$ cat src/rtl/i2s_tx_pkg.sv
// Shared register map, bit positions and frame geometry for the iomem I2S transmitter.
package i2s_tx_pkg;

   localparam logic [1:0] REG_DATA   = 2'd0;
   localparam logic [1:0] REG_STATUS = 2'd1;
   localparam logic [1:0] REG_CTRL   = 2'd2;
   localparam logic [1:0] REG_CLKDIV = 2'd3;

   localparam int unsigned ST_EMPTY    = 8;
   localparam int unsigned ST_FULL     = 9;
   localparam int unsigned ST_UNDERRUN = 10;
   localparam int unsigned ST_OVERFLOW = 11;

   localparam int unsigned CTRL_EN     = 0;
   localparam int unsigned CTRL_IRQ_EN = 1;
   localparam int unsigned CTRL_CLR    = 8;

   localparam int unsigned SLOT_BITS   = 16;
   localparam int unsigned FRAME_SLOTS = 32;
   localparam int unsigned FRAME_BITS  = 2 * SLOT_BITS;
   localparam int unsigned SLOT_W      = $clog2(FRAME_SLOTS);

   // A programmed divider of 0 behaves as 1.
   function automatic logic [7:0] div_eff(input logic [7:0] d);
      return (d == 8'd0) ? 8'd1 : d;
   endfunction

endpackage

$ cat src/rtl/sync_fifo.sv
// Single-clock show-ahead FIFO; pushes while full and pops while empty are ignored.
module sync_fifo #(
   parameter int unsigned WIDTH = 32,
   parameter int unsigned AW    = 4
) (
   input  logic             clk,
   input  logic             resetn,
   input  logic             push,
   input  logic             pop,
   input  logic [WIDTH-1:0] wdata,
   output logic [WIDTH-1:0] rdata,
   output logic [AW:0]      level,
   output logic             full,
   output logic             empty
);

   localparam int unsigned DEPTH    = 1 << AW;
   localparam logic [AW:0] FULL_LVL = {1'b1, {AW{1'b0}}};

   logic [WIDTH-1:0] mem [DEPTH];
   logic [AW-1:0]    wptr_q, rptr_q;
   logic [AW:0]      count_q;
   logic             do_push, do_pop;

   assign full    = (count_q == FULL_LVL);
   assign empty   = (count_q == '0);
   assign level   = count_q;
   assign rdata   = mem[rptr_q];
   assign do_push = push && !full;
   assign do_pop  = pop && !empty;

   always_ff @(posedge clk) begin
      if (do_push) begin
         mem[wptr_q] <= wdata;
      end
   end

   always_ff @(posedge clk) begin
      if (!resetn) begin
         wptr_q  <= '0;
         rptr_q  <= '0;
         count_q <= '0;
      end else begin
         if (do_push) begin
            wptr_q <= wptr_q + 1'b1;
         end
         if (do_pop) begin
            rptr_q <= rptr_q + 1'b1;
         end
         case ({do_push, do_pop})
            2'b10:   count_q <= count_q + 1'b1;
            2'b01:   count_q <= count_q - 1'b1;
            default: count_q <= count_q;
         endcase
      end
   end

endmodule

$ cat src/rtl/iomem_i2s_tx.sv
// picosoc iomem peripheral: sample FIFO drained as a master-mode Philips I2S stream.
module iomem_i2s_tx
   import i2s_tx_pkg::*;
#(
   parameter logic [7:0]  ADDR_PREFIX = 8'h04,
   parameter int unsigned FIFO_AW     = 4,
   parameter logic [7:0]  DIV_DEFAULT = 8'd2
) (
   input  logic        clk,
   input  logic        resetn,
   input  logic        iomem_valid,
   output logic        iomem_ready,
   input  logic [3:0]  iomem_wstrb,
   input  logic [31:0] iomem_addr,
   input  logic [31:0] iomem_wdata,
   output logic [31:0] iomem_rdata,
   output logic        i2s_bclk,
   output logic        i2s_lrclk,
   output logic        i2s_sdata,
   output logic        irq
);

   localparam logic [FIFO_AW:0] LOW_WATER = {2'b01, {(FIFO_AW - 1){1'b0}}};

   logic                  ready_q, irq_q;
   logic [31:0]           rdata_q, rd_mux;
   logic                  enable_q, irq_en_q, underrun_q, overflow_q;
   logic [7:0]            div_q, div_act_q, cnt_q;
   logic                  bclk_q, lrclk_q, sdata_q;
   logic [SLOT_W-1:0]     slot_q, slot_nxt;
   logic [FRAME_BITS-1:0] shreg_q, load_word;

   logic                  sel, is_read, data_push, ctrl_wr, ctrl_clr, div_wr;
   logic                  wrap, fall, load;
   logic                  fifo_pop, fifo_full, fifo_empty;
   logic [31:0]           fifo_rdata;
   logic [FIFO_AW:0]      fifo_level;
   logic                  unused_addr;

   assign unused_addr = ^{iomem_addr[23:4], iomem_addr[1:0]};

   assign sel       = iomem_valid && !ready_q && (iomem_addr[31:24] == ADDR_PREFIX);
   assign is_read   = sel && (iomem_wstrb == 4'h0);
   assign data_push = sel && (iomem_addr[3:2] == REG_DATA) && (iomem_wstrb == 4'hF);
   assign ctrl_wr   = sel && (iomem_addr[3:2] == REG_CTRL) && iomem_wstrb[0];
   assign ctrl_clr  = sel && (iomem_addr[3:2] == REG_CTRL) && iomem_wstrb[1]
                      && iomem_wdata[CTRL_CLR];
   assign div_wr    = sel && (iomem_addr[3:2] == REG_CLKDIV) && iomem_wstrb[0];

   // Half-period of BCLK ends when the counter reaches the latched divider.
   assign wrap      = enable_q && (cnt_q == div_act_q - 8'd1);
   assign fall      = wrap && bclk_q;
   assign slot_nxt  = slot_q + 1'b1;
   assign load      = fall && (slot_nxt == SLOT_W'(1));
   assign fifo_pop  = load && !fifo_empty;
   assign load_word = fifo_empty ? '0 : fifo_rdata;

   sync_fifo #(
      .WIDTH (32),
      .AW    (FIFO_AW)
   ) u_fifo (
      .clk    (clk),
      .resetn (resetn),
      .push   (data_push),
      .pop    (fifo_pop),
      .wdata  (iomem_wdata),
      .rdata  (fifo_rdata),
      .level  (fifo_level),
      .full   (fifo_full),
      .empty  (fifo_empty)
   );

   always_comb begin
      rd_mux = '0;
      case (iomem_addr[3:2])
         REG_STATUS: begin
            rd_mux[7:0]         = 8'(fifo_level);
            rd_mux[ST_EMPTY]    = fifo_empty;
            rd_mux[ST_FULL]     = fifo_full;
            rd_mux[ST_UNDERRUN] = underrun_q;
            rd_mux[ST_OVERFLOW] = overflow_q;
         end
         REG_CTRL: begin
            rd_mux[CTRL_EN]     = enable_q;
            rd_mux[CTRL_IRQ_EN] = irq_en_q;
         end
         REG_CLKDIV: rd_mux[7:0] = div_q;
         default:    rd_mux      = '0;
      endcase
   end

   always_ff @(posedge clk) begin
      if (!resetn) begin
         ready_q    <= 1'b0;
         rdata_q    <= '0;
         irq_q      <= 1'b0;
         enable_q   <= 1'b0;
         irq_en_q   <= 1'b0;
         underrun_q <= 1'b0;
         overflow_q <= 1'b0;
         div_q      <= DIV_DEFAULT;
      end else begin
         ready_q <= sel;
         rdata_q <= is_read ? rd_mux : '0;
         irq_q   <= irq_en_q && (fifo_level <= LOW_WATER);
         if (ctrl_wr) begin
            enable_q <= iomem_wdata[CTRL_EN];
            irq_en_q <= iomem_wdata[CTRL_IRQ_EN];
         end
         if (div_wr) begin
            div_q <= iomem_wdata[7:0];
         end
         // A flag event in the same cycle as a clear survives the clear.
         underrun_q <= (underrun_q && !ctrl_clr) || (load && fifo_empty);
         overflow_q <= (overflow_q && !ctrl_clr) || (data_push && fifo_full);
      end
   end

   always_ff @(posedge clk) begin
      if (!resetn) begin
         div_act_q <= div_eff(DIV_DEFAULT);
         cnt_q     <= '0;
         bclk_q    <= 1'b0;
         lrclk_q   <= 1'b0;
         sdata_q   <= 1'b0;
         slot_q    <= '0;
         shreg_q   <= '0;
      end else if (!enable_q) begin
         div_act_q <= div_eff(div_q);
         cnt_q     <= '0;
         bclk_q    <= 1'b0;
         lrclk_q   <= 1'b0;
         sdata_q   <= 1'b0;
         slot_q    <= '0;
         shreg_q   <= '0;
      end else if (wrap) begin
         cnt_q     <= '0;
         div_act_q <= div_eff(div_q);
         bclk_q    <= !bclk_q;
         if (fall) begin
            slot_q  <= slot_nxt;
            lrclk_q <= slot_nxt[SLOT_W-1];
            if (load) begin
               shreg_q <= load_word;
               sdata_q <= load_word[FRAME_BITS-1];
            end else begin
               shreg_q <= {shreg_q[FRAME_BITS-2:0], 1'b0};
               sdata_q <= shreg_q[FRAME_BITS-2];
            end
         end
      end else begin
         cnt_q <= cnt_q + 8'd1;
      end
   end

   assign iomem_ready = ready_q;
   assign iomem_rdata = rdata_q;
   assign i2s_bclk    = bclk_q;
   assign i2s_lrclk   = lrclk_q;
   assign i2s_sdata   = sdata_q;
   assign irq         = irq_q;

endmodule

$ cat config.mk
export PLATFORM = sky130hd
export DESIGN_NAME = iomem_i2s_tx
export DESIGN_NICKNAME = d
export VERILOG_FILES = /design/src/rtl/i2s_tx_pkg.sv /design/src/rtl/sync_fifo.sv /design/src/rtl/iomem_i2s_tx.sv
export SDC_FILE = /design/constraint.sdc
export NUM_CORES = 1
export LEC_CHECK = 0
export CORE_ASPECT_RATIO = 1.1
export CORE_MARGIN = 1
export CORE_UTILIZATION = 35
export DETAILED_ROUTE_END_ITERATION = 8
export GPL_ROUTABILITY_DRIVEN = 0
export PLACE_DENSITY = 0.48
export SETUP_SLACK_MARGIN = 0.02
export SYNTH_ARGS = -nofsm -noshare
export SYNTH_HDL_FRONTEND = slang
export SYNTH_SLANG_ARGS = --single-unit
export TNS_END_PERCENT = 1
$ cat constraint.sdc
create_clock -name clk -period 10.3 [get_ports clk]
set_input_delay 1.03 -clock clk [delete_from_list [all_inputs] [get_ports clk]]
set_output_delay 1.03 -clock clk [all_outputs]
set_load 0.1 [all_outputs]
## After elaboration in Yosys (flattened, before gate mapping)

Memories as Yosys holds them, arrays and structs flattened. A register that Yosys moved wholly into a read port is not among the register bits.
Index checks and enable logic that the tools add are counted.
W data, S select, Z words.

| operators by class | value |
|---|---|
| magnitude comparators | 1 |
| bitwise operators | 2 |
| mux-type cells | 13 |
| $add $sub $neg | 7 |
| reductions and logical operators | 39 |
| equality and inequality tests | 11 |

Operators with widths:

| kind | count |
|---|---|
| $mux W32 | 1 |
| $mux W31 | 1 |
| $mux W8 | 3 |
| $logic_and A1 B1 Y1 | 22 |
| $pmux W6 S2 | 1 |
| $add A5 B1 Y5 const B | 2 |
| $pmux W5 S2 | 1 |
| $add A4 B1 Y4 const B | 2 |
| $add A8 B1 Y8 const B | 1 |
| $eq A8 B3 Y1 const B | 1 |
| $eq A8 B8 Y1 | 1 |
| $logic_not A8 Y1 | 1 |
| $mux W4 | 2 |
| $sub A8 B1 Y8 const B | 1 |
| $eq A2 B2 Y1 const B | 3 |
| $pmux W2 S3 | 1 |
| $reduce_and A2 Y1 | 3 |
| $eq A5 B1 Y1 const B | 1 |
| $eq A5 B5 Y1 const B | 1 |
| $le A5 B4 Y1 const B | 1 |
| $logic_not A1 Y1 | 5 |
| $logic_not A5 Y1 | 1 |
| $sub A5 B1 Y5 const B | 1 |
| $eq A2 B1 Y1 const B | 2 |
| 10 further kinds | 14 |

| word-level totals | value |
|---|---|
| word-level logic and storage cells | 94 |
| RAM bits | 512 |
| register bits | 114 |
| input port bits | 71 |
| output and inout port bits | 37 |
| memories kept | 1 |

Memories:

| memory | words | bits a word | rd ports | clocked after Yosys merged registers in | write ports | line | RTL |
|---|---|---|---|---|---|---|---|
| u_fifo.mem | 16 | 32 | 1 | 1 | 1 | sync_fifo.sv:20 | `logic [WIDTH-1:0] mem [DEPTH];` |

## Logic depth before layout (Yosys ltp)

Gate-level depths: netlist of run 1.

| depth | value |
|---|---|
| depth in word-level cells | 9 |
| mapped depth | 21 |
| depth with buffers taken out | 18 |

## Cells and area by module

A second synthesis of run 1 with hierarchy kept.

| second synthesis, totals | value |
|---|---|
| cell total of the unflattened synthesis | 1399 |
| area, all modules | 24420.9 um2 |

By module, submodules not included:

| module | cells an instance | seq. area each (um2) | area an instance (um2) | times used |
|---|---|---|---|---|
| sync_fifo | 911 | 15715.1 | 20103.0 | 1 |
| iomem_i2s_tx | 488 | 1601.5 | 4317.9 | 1 |

## Least setup slack after synthesis of run 1

No wires, ideal clock.

| timing path | value |
|---|---|
| path type | input-to-reg |
| start point | input iomem_addr[25] |
| end point | memory u_fifo.mem[3][0] (enable) |
| data required time | 9839 ps |
| arrival time | 4396 ps |
| slack | 5443 ps |
| setup time | 461 ps |
| stages on the path | 7 |
| path buffers | 1 |
| path through | nor4b_1 and4b_1 nor2b_1 and3_1 buf_4 nand2_1 nor3_1 |

| on the way | value |
|---|---|
| word-level cells in the longest chain between the ends | 7 |

Ends and longest elaborated chain:

| element | line | RTL |
|---|---|---|
| start, declared | iomem_i2s_tx.sv:14 | `input logic [31:0] iomem_addr,` |
| $eq A8 B3 Y1 | iomem_i2s_tx.sv:42 | `assign sel = iomem_valid && !ready_q && (iomem_addr[31:24] == ADDR_PREFIX);` |
| $logic_and A1 B1 Y1 | iomem_i2s_tx.sv:42 |  |
| $logic_and A1 B1 Y1 (2 in a row) | iomem_i2s_tx.sv:44 | `assign data_push = sel && (iomem_addr[3:2] == REG_DATA) && (iomem_wstrb == 4'hF);` |
| $logic_and A1 B1 Y1 | sync_fifo.sv:29 | `assign do_push = push && !full;` |
| $mux W1 | sync_fifo.sv:33 | `if (do_push) begin` |
| $mux W1 (not written as such) | sync_fifo.sv:34 | `mem[wptr_q] <= wdata;` |
| end, declared | sync_fifo.sv:20 |  |

Every way passes these cells.

## Final worst setup path of run 1

| timing path | value |
|---|---|
| start point | register div_act_q[0] |
| end point | register u_fifo.count_q[4], in the netlist u_fifo.level[4] |

| on the way | value |
|---|---|
| word-level cells in the longest chain between the ends | 9 |
| elaborated cells on any way between the ends | 11 |
| classes of those cells | add/sub (1); eq/ne (3); mux (1); reduce/logical (6) |

Ends and longest elaborated chain:

| element | line | RTL |
|---|---|---|
| start, declared | iomem_i2s_tx.sv:28 | `logic [7:0] div_q, div_act_q, cnt_q;` |
| start signal, assigned | iomem_i2s_tx.sv:121 | `div_act_q <= div_eff(DIV_DEFAULT);` |
| start signal, assigned | iomem_i2s_tx.sv:129 | `div_act_q <= div_eff(div_q);` |
| start signal, assigned | iomem_i2s_tx.sv:138 | `div_act_q <= div_eff(div_q);` |
| $sub A8 B1 Y8 (*) | iomem_i2s_tx.sv:51 | `assign wrap = enable_q && (cnt_q == div_act_q - 8'd1);` |
| $eq A8 B8 Y1 (*) | iomem_i2s_tx.sv:51 |  |
| $logic_and A1 B1 Y1 (*) | iomem_i2s_tx.sv:51 |  |
| $logic_and A1 B1 Y1 (*) | iomem_i2s_tx.sv:52 | `assign fall = wrap && bclk_q;` |
| $logic_and A1 B1 Y1 (*) | iomem_i2s_tx.sv:54 | `assign load = fall && (slot_nxt == SLOT_W'(1));` |
| $logic_and A1 B1 Y1 (*) | iomem_i2s_tx.sv:55 | `assign fifo_pop = load && !fifo_empty;` |
| $logic_and A1 B1 Y1 (*) | sync_fifo.sv:30 | `assign do_pop = pop && !empty;` |
| named net u_fifo.do_pop | sync_fifo.sv:23 | `logic do_push, do_pop;` |
| $eq A2 B1 Y1 or $eq A2 B2 Y1 (tied branches) | sync_fifo.sv:50 | `case ({do_push, do_pop})` |
| $pmux W5 S2 or $reduce_bool A2 Y1 (tied branches) | - |  |
| end signal, assigned | sync_fifo.sv:51 | `2'b10: count_q <= count_q + 1'b1;` |
| end signal, assigned | sync_fifo.sv:52 | `2'b01: count_q <= count_q - 1'b1;` |
| end signal, assigned | sync_fifo.sv:53 | `default: count_q <= count_q;` |
| end, declared | sync_fifo.sv:22 | `logic [AW:0] count_q;` |

Mark *: on every way through the listed nets, which the timed path passes. The rest lies on a longest branch.
A chain may end at the register's enable or synchronous reset.

==> results.md, run 1 <==
- Post-detailed-placement half-perimeter wirelength: 27.4 mm
- Sequential Area: 0.0173 sq mm
- Worst slew margin: 29.7%
- # rows: 100
- Number of synthesized flops with an enable pin: 512
- Non-Filler Instances: 2311
- Fmax: 232 MHz
- Starting density of the core: 35.5%
- Critical path class: reg2reg
- Multi-input gate area: 0.00641 sq mm
- Share of post-route cells with drive strength above 1: 24.8%
- Distinct cell type count after synthesis: 58
- Fin. Hold Viols: 0
- Hold_ws: 0.465 ns
- WP data arrival: 4.78 ns
- Top cell family by delay on the critical path: compound AO/OA/AOI/OAI gates
- Largest net degree at the start of global routing: 94
- Critical path cell sequence: inv_1 -> ha_1 -> o21ba_1 -> a221oi_1 -> a41oi_1 -> nor4_4 -> o2111a_4 -> nand2_1 -> inv_1 -> ha_1 -> xor2_1 -> ha_1 -> inv_1 -> nor2_1 -> nand2_1 -> a311oi_1 -> nand3b_1 -> o211ai_1
- # fillers: 6019
- Mapped cell area: 0.0241 sq mm
- Drt first-iter violations: 852
- Setup TNS Final: 0 ns
- Hold buffer count at CTS: 0
- GRT overflow: 0
- Post-CTS Resized: 0
- Initial antenna violation count: 1
- Clk_lat worst skew: 0.60 ns
- Period utilization: 41.9%
- FF+latch count, synth: 609
- Final worst setup slack: 5.99 ns
- I/O Pins: 108
- Layout area overhead: 16.3%
- Worst Setup Start Kind: flip-flop
- Crit-path max cell delay: 0.53 ns
- Post-Synthesis Cells: 1253
- Die W: 252 microns
- CP max stage cell: o2111a_4
- DR vias/cell: 5.14
- Actual slew at the worst max-slew pin: 1.05 ns
- Number of global-route vias before repair: 12300
- Final Skew: 0.0231 ns
- Final net count: 1423
- Setup Buffers After CTS: 0
- Total CTS buffers: 68
- Clk sinks: 609
- MaxCap Viol Count: 0
- Pleak: 8.52 nW
- GRT Total Usage: 16.5%
- PortBufs: 65
- Status: complete, no violations
- First-pass GRT wire length: 83.3 mm
- Clk buf depth: 3
- CTS root buf: clkbuf_16
- CTS tree: built
- PD cells: 186 mW/mm^2
- Total wire length: 56.6 mm
- Synth Flop Type: edfxtp_1
- Setup WS pre-CTS: 5.55 ns
- Period minus WS final: 4.31 ns
- Die height: 277 microns
- Critical path required time: 10.76 ns
- Synthesis Warnings: 0
- RSZ-0062 raised after global routing: no
- WL/cell: 24.5 microns
- CP Capture Type: flip-flop
- Initial DRT Pass Iterations: 5
- Syn avg cell area: 19.2 sq um
- Max Slew Vio Count: 0
- Hold Crit Class: reg2reg
- Via count: 11900
- Die area: 0.0699 sq mm
- H-tree Lvls: 3
- Core box area: 0.0679 sq mm
- Setup Viol. Count Final: 0
- DP Cell Count: 2189
- Remaining antenna violation count after routing: 0
- Buf/Inv on CP: 3
- Clk slew on worst S/H paths: 0.06 ns
- Async S/R FF share, synth: 0%
- # diodes: 0
- Worst-path fanout max: 29
- Sequential cell area fraction in the yosys report: 71.8%
- Maximum VDD drop: 0.0000899 V
- Drt drc: 0
## state kept, by name, indices dropped and copies added (netlist names), 4 cells and up, named ones only
name / count
div_q: 8
div_act_q: 8
iomem_rdata: 12
u_fifo.level: 5
u_fifo.wptr_q: 4
u_fifo.rptr_q: 4
shreg_q: 31
cnt_q: 8
slot_q: 4
u_fifo.mem: 512
## power breakdown
part           internal [mW]  leakage [nW]  switching (mW)
logic                 0.0261          2.05          0.0872
registers               2.67          5.38         0.00206
clock network           1.48          1.09           0.953
## worst reg2reg max path: stages (launching register included)
cell and delay [ns]:
dfxtp_1 0.41, inv_1 0.07, ha_1 0.30, o21ba_1 0.21
a221oi_1 0.28, a41oi_1 0.12, nor4_4 0.26, o2111a_4 0.54
nand2_1 0.20, inv_1 0.10, ha_1 0.43, xor2_1 0.18
ha_1 0.23, inv_1 0.10, nor2_1 0.14, nand2_1 0.07
a311oi_1 0.33, nand3b_1 0.15, o211ai_1 0.08
## synthesized netlist by cell type, types with 5 or more instances
cell type,n,area share (%)
nand4_1,9,0.23
nor3_1,7,0.15
xnor2_1,14,0.51
mux2i_1,14,0.58
a22oi_1,35,1.1
nand3_1,24,0.50
ha_1,11,0.57
a211oi_2,31,1.6
buf_2,15,0.31
a21boi_0,9,0.28
nor2_1,74,1.2
clkbuf_1,40,0.62
nor2b_1,17,0.44
inv_1,13,0.20
and3_1,8,0.21
buf_1,5,0.078
buf_4,21,0.65
and2_1,17,0.44
buf_6,11,0.51
xor2_1,14,0.51
nand2_1,34,0.53
a21oi_1,8,0.17
mux4_2,160,15
dfxtp_1,97,8.1
edfxtp_1,512,64
## worst paths after layout
| check | from | endpoint | slack [ns] | cells after the start |
|---|---|---|---|---|
| max | div_act_q[0] | u_fifo.level[4] | 5.99 | 18 |
| min | overflow_q | iomem_rdata[11] | 0.46 | 1 |
| max reg2reg | div_act_q[0] | u_fifo.level[4] | 5.99 | 18 |
| min reg2reg | overflow_q | iomem_rdata[11] | 0.46 | 1 |
## stage by stage
stage,power [mW],instance area (sq um),util [%]
CTS,5.28,28000,41.3
global route,5.39,28000,41.3
floorplan,2.78,24200,-
finish,5.22,28000,41.3
global placement,2.83,25800,38.0
detailed placement,2.84,25800,38.0
## cell type report
cell class	count	share of cell area, %
Clock buffer	98	7.06
Clock inverter	24	0.928
Inverter	13	0.174
Multi-Input combinational cell	557	22.9
Sequential cell	609	61.8
Tap cell	918	4.10
Timing Repair Buffer	92	3.09
## routing by layer
| layer | vias to the layer above | GRT usage (%) | wire (microns) |
|---|---|---|---|
| met5 | - | 0 | 13 |
| met2 | 234 | 27.8 | 28500 |
| met4 | 2 | 4.79 | 942 |
| li1 | 5209 | - | - |
| met3 | 73 | 2.72 | 2240 |
| met1 | 6350 | 21.8 | 24900 |
## layout by cell type (no fill, tap or decap), drive strengths merged, types with 3 or more instances in the layout
cell type and count:
a22oi 35, nor4 5, o21ai 3, inv 13, o211ai 3, nor2b 17, nand4 9, a21oi 9
ha 11, xor2 14, a211oi 32, a31oi 4, mux2i 14, a21boi 10, nand2b 3, nor2 74
nand3 26, a22o 3, xnor2 14, dfxtp 97, clkbuf 98, and3 8, clkinv 17, nand2 34
bufinv 6, buf 27, clkdlybuf4s50 65, and2 17, nor3 8, mux4 160, edfxtp 512, or3 4
conb 20
## cell families (layout without fill, tap and decap cells)
logic type,Yosys count,in the layout,share of synthesized area (%)
fa+ha+maj,11,11,0.571
mux,176,176,15.6
xor+xnor,28,28,1.02
other cells,1,20,0.0156
buf+inv,106,227,2.40
flops,609,609,71.8
simple gates,213,213,4.49
compound gates,109,109,4.03
Power figures use the tool's default switching activity.
==> run 2, diff against run 1 <==
Clock period 10.3 ns to 4.2 ns, I/O delays scaled along.
==> run 2 against run 1 <==
Global-route usage decreased by 0.24 points. Critical path depth unchanged. Flip-flop and latch count unchanged. Setup slack got worse by 5.5 ns. Non-clock buffer count increased by 17. Power increased by 140%. Clock skew increased by 0.0056 ns. Count of clock-buffer cells in the layout increased by 7. Critical endpoint unchanged. Largest cell class unchanged. Largest power group unchanged.
==> results.md, run 2 (same netlist as run 1, synthesis figures left out) <==
- Core box area: 0.0679 sq mm (unchanged)
- Final Skew: 0.0287 ns (+0.00565 ns)
- Hold Crit Class: reg2reg
- PD cells: 447 mW/mm^2 (+140%)
- WP data arrival: 4.15 ns (-0.63 ns)
- Worst-path fanout max: 8 (-72%)
- Status: complete, no violations
- Final worst setup slack: 0.519 ns (-5.47 ns)
- GRT overflow: 0 (unchanged)
- Post-layout util: 41.7% (+0.38 points)
- Clk buf depth: 3 (unchanged)
- Die W: 252 microns (unchanged)
- CTS root buf: clkbuf_16
- Setup TNS Final: 0 ns (unchanged)
- Critical path required time: 4.67 ns (-6.09 ns)
- Dpl cell area: 0.0261 sq mm (+1.1%)
- Max reg flops: 512 (unchanged)
- Sequential power share: 51.7% (+0.5 points)
- I/O Pins: 108 (unchanged)
- Share of post-route cells with drive strength above 1: 25.5% (+0.75 points)
- Final net count: 1441 (+1.3%)
- H-tree Lvls: 3 (unchanged)
- Die area: 0.0699 sq mm (unchanged)
- Maximum VDD drop: 0.000294 V (+230%)
- Setup WS pre-CTS: 0.542 ns (-5.01 ns)
- CP Capture Type: flip-flop
- First-pass GRT wire length: 82.9 mm (-0.47%)
- Worst Setup Start Kind: flip-flop
- Fmax: 272 MHz (+17%)
- # rows: 100 (unchanged)
- PortBufs: 65 (unchanged)
- Clk slew on worst S/H paths: 0.05 ns (about the same)
- Initial antenna violation count: 3 (+2)
- Setup Viol. Count Final: 0 (unchanged)
- Actual slew at the worst max-slew pin: 1.11 ns (+0.0587 ns)
- RSZ-0062 raised after global routing: no
- Gate power share: 2.2% (about the same)
- Initial DRT Pass Iterations: 5 (unchanged)
- Hold buffer count at CTS: 0 (unchanged)
- Internal Power: 10.1 mW (+140%)
- Starting density of the core: 35.5% (unchanged)
- Hold_ws: 0.455 ns (-0.00998 ns)
- Largest reg by FF count: u_fifo.mem
- Drt first-iter violations: 704 (-17%)
- Clk_lat worst skew: 0.61 ns (about the same)
- MaxCap Viol Count: 0 (unchanged)
- Worst slew margin: 25.8% (-3.9 points)
- Via count: 11800 (-0.25%)
- WL/cell: 23.6 microns (-3.5%)
- Max Slew Vio Count: 0 (unchanged)
- Pleak: 8.62 nW (+1.1%)
- Period minus WS final: 3.68 ns (-0.632 ns)
- Most common cell after layout, fill and taps aside: edfxtp_1
- Reported net switching power: 2.58 mW (+150%)
- Die height: 277 microns (unchanged)
- Drt drc: 0 (unchanged)
- Total CTS buffers: 69 (+1.5%)
- Clock power share: 46.1% (-0.6 points)
- Layout area overhead: 17.4%
- Remaining antenna violation count after routing: 0 (unchanged)
- Largest net degree at the start of global routing: 80 (-15%)
- Most frequent cells in the layout: edfxtp_1 (512), mux4_2 (160), dfxtp_1 (93)
- CTS tree: built
- Total wire length: 55.2 mm (-2.5%)
- GRT Total Usage: 16.2% (-0.24 points)
- Critical path class: reg2reg
- Setup Buffers After CTS: 0 (unchanged)
- Finished Cell Area: 0.0283 sq mm (+0.93%)
- DR vias/cell: 5.07 (-1.3%)
- Sw frac: 20.4% (+0.39 points)
- Number of global-route vias before repair: 12600 (+1.8%)
- Post-CTS Resized: 0 (unchanged)
- Period utilization: 87.7% (+46 points)
- Fin. Hold Viols: 0 (unchanged)
- Clk sinks: 609 (unchanged)
- Post-detailed-placement half-perimeter wirelength: 29.5 mm (+7.4%)
-- run 2: worst max-delay path, stage by stage (launching register included) --
cell and delay [ns]:
dfxtp_1 0.41, inv_1 0.07, ha_1 0.30, o21ba_1 0.20, a221oi_1 0.28, a41oi_1 0.11, nor4_4 0.23, o2111a_4 0.28
nand2_1 0.11, inv_1 0.08, ha_1 0.19, xor2_1 0.16, ha_1 0.25, inv_1 0.11, nor2_1 0.13, nand2_1 0.07
a311oi_1 0.34, nand3b_1 0.16, o211ai_1 0.08
-- run 2: power by group through the flow --
stage / Clock, mW / Combinational [mW] / Sequential [mW]
2_1_floorplan: 0 / 0.157 / 6.67
3_3_place_gp: 0 / 0.271 / 6.67
3_5_place_dp: 0 / 0.278 / 6.67
4_1_cts: 6.02 / 0.279 / 6.55
5_1_grt: 6.22 / 0.298 / 6.54
6_report: 5.83 / 0.277 / 6.55
-- run 2: cell type report --
cell class	count	area, sq um
Fill cell	5987	39600
Sequential cell	609	17300
Multi-Input combinational cell	557	6420
Clock buffer	105	2000
Timing Repair Buffer	109	1160
Tap cell	918	1150
Clock inverter	22	204
Inverter	13	48.8
Antenna cell	2	5.00
-- run 2: through the flow --
stage / std cells / total power, mW
5_1_grt: 2334 / 13.1
2_1_floorplan: 1272 / 6.83
3_5_place_dp: 2206 / 6.95
4_1_cts: 2333 / 12.8
3_3_place_gp: 2206 / 6.95
6_report: 2335 / 12.7
-- run 2: worst paths after layout --
kind / start / endpoint / slack, ns / cells past startpoint
max: div_act_q[0] / u_fifo.level[4] / 0.52 / 18
min: overflow_q / iomem_rdata[11] / 0.46 / 1
max reg2reg: div_act_q[0] / u_fifo.level[4] / 0.52 / 18
min reg2reg: overflow_q / iomem_rdata[11] / 0.46 / 1
-- run 2: metal layers --
metal | global-route usage (%) | share of wire, % | routed length (microns) | vias up
met5 | 0 | 0.020 | 11 | -
met4 | 4.94 | 2.4 | 1330 | 2
met3 | 3.17 | 4.2 | 2340 | 93
met2 | 25.9 | 48 | 26500 | 251
met1 | 22.5 | 45 | 25000 | 6241
li1 | - | - | - | 5251
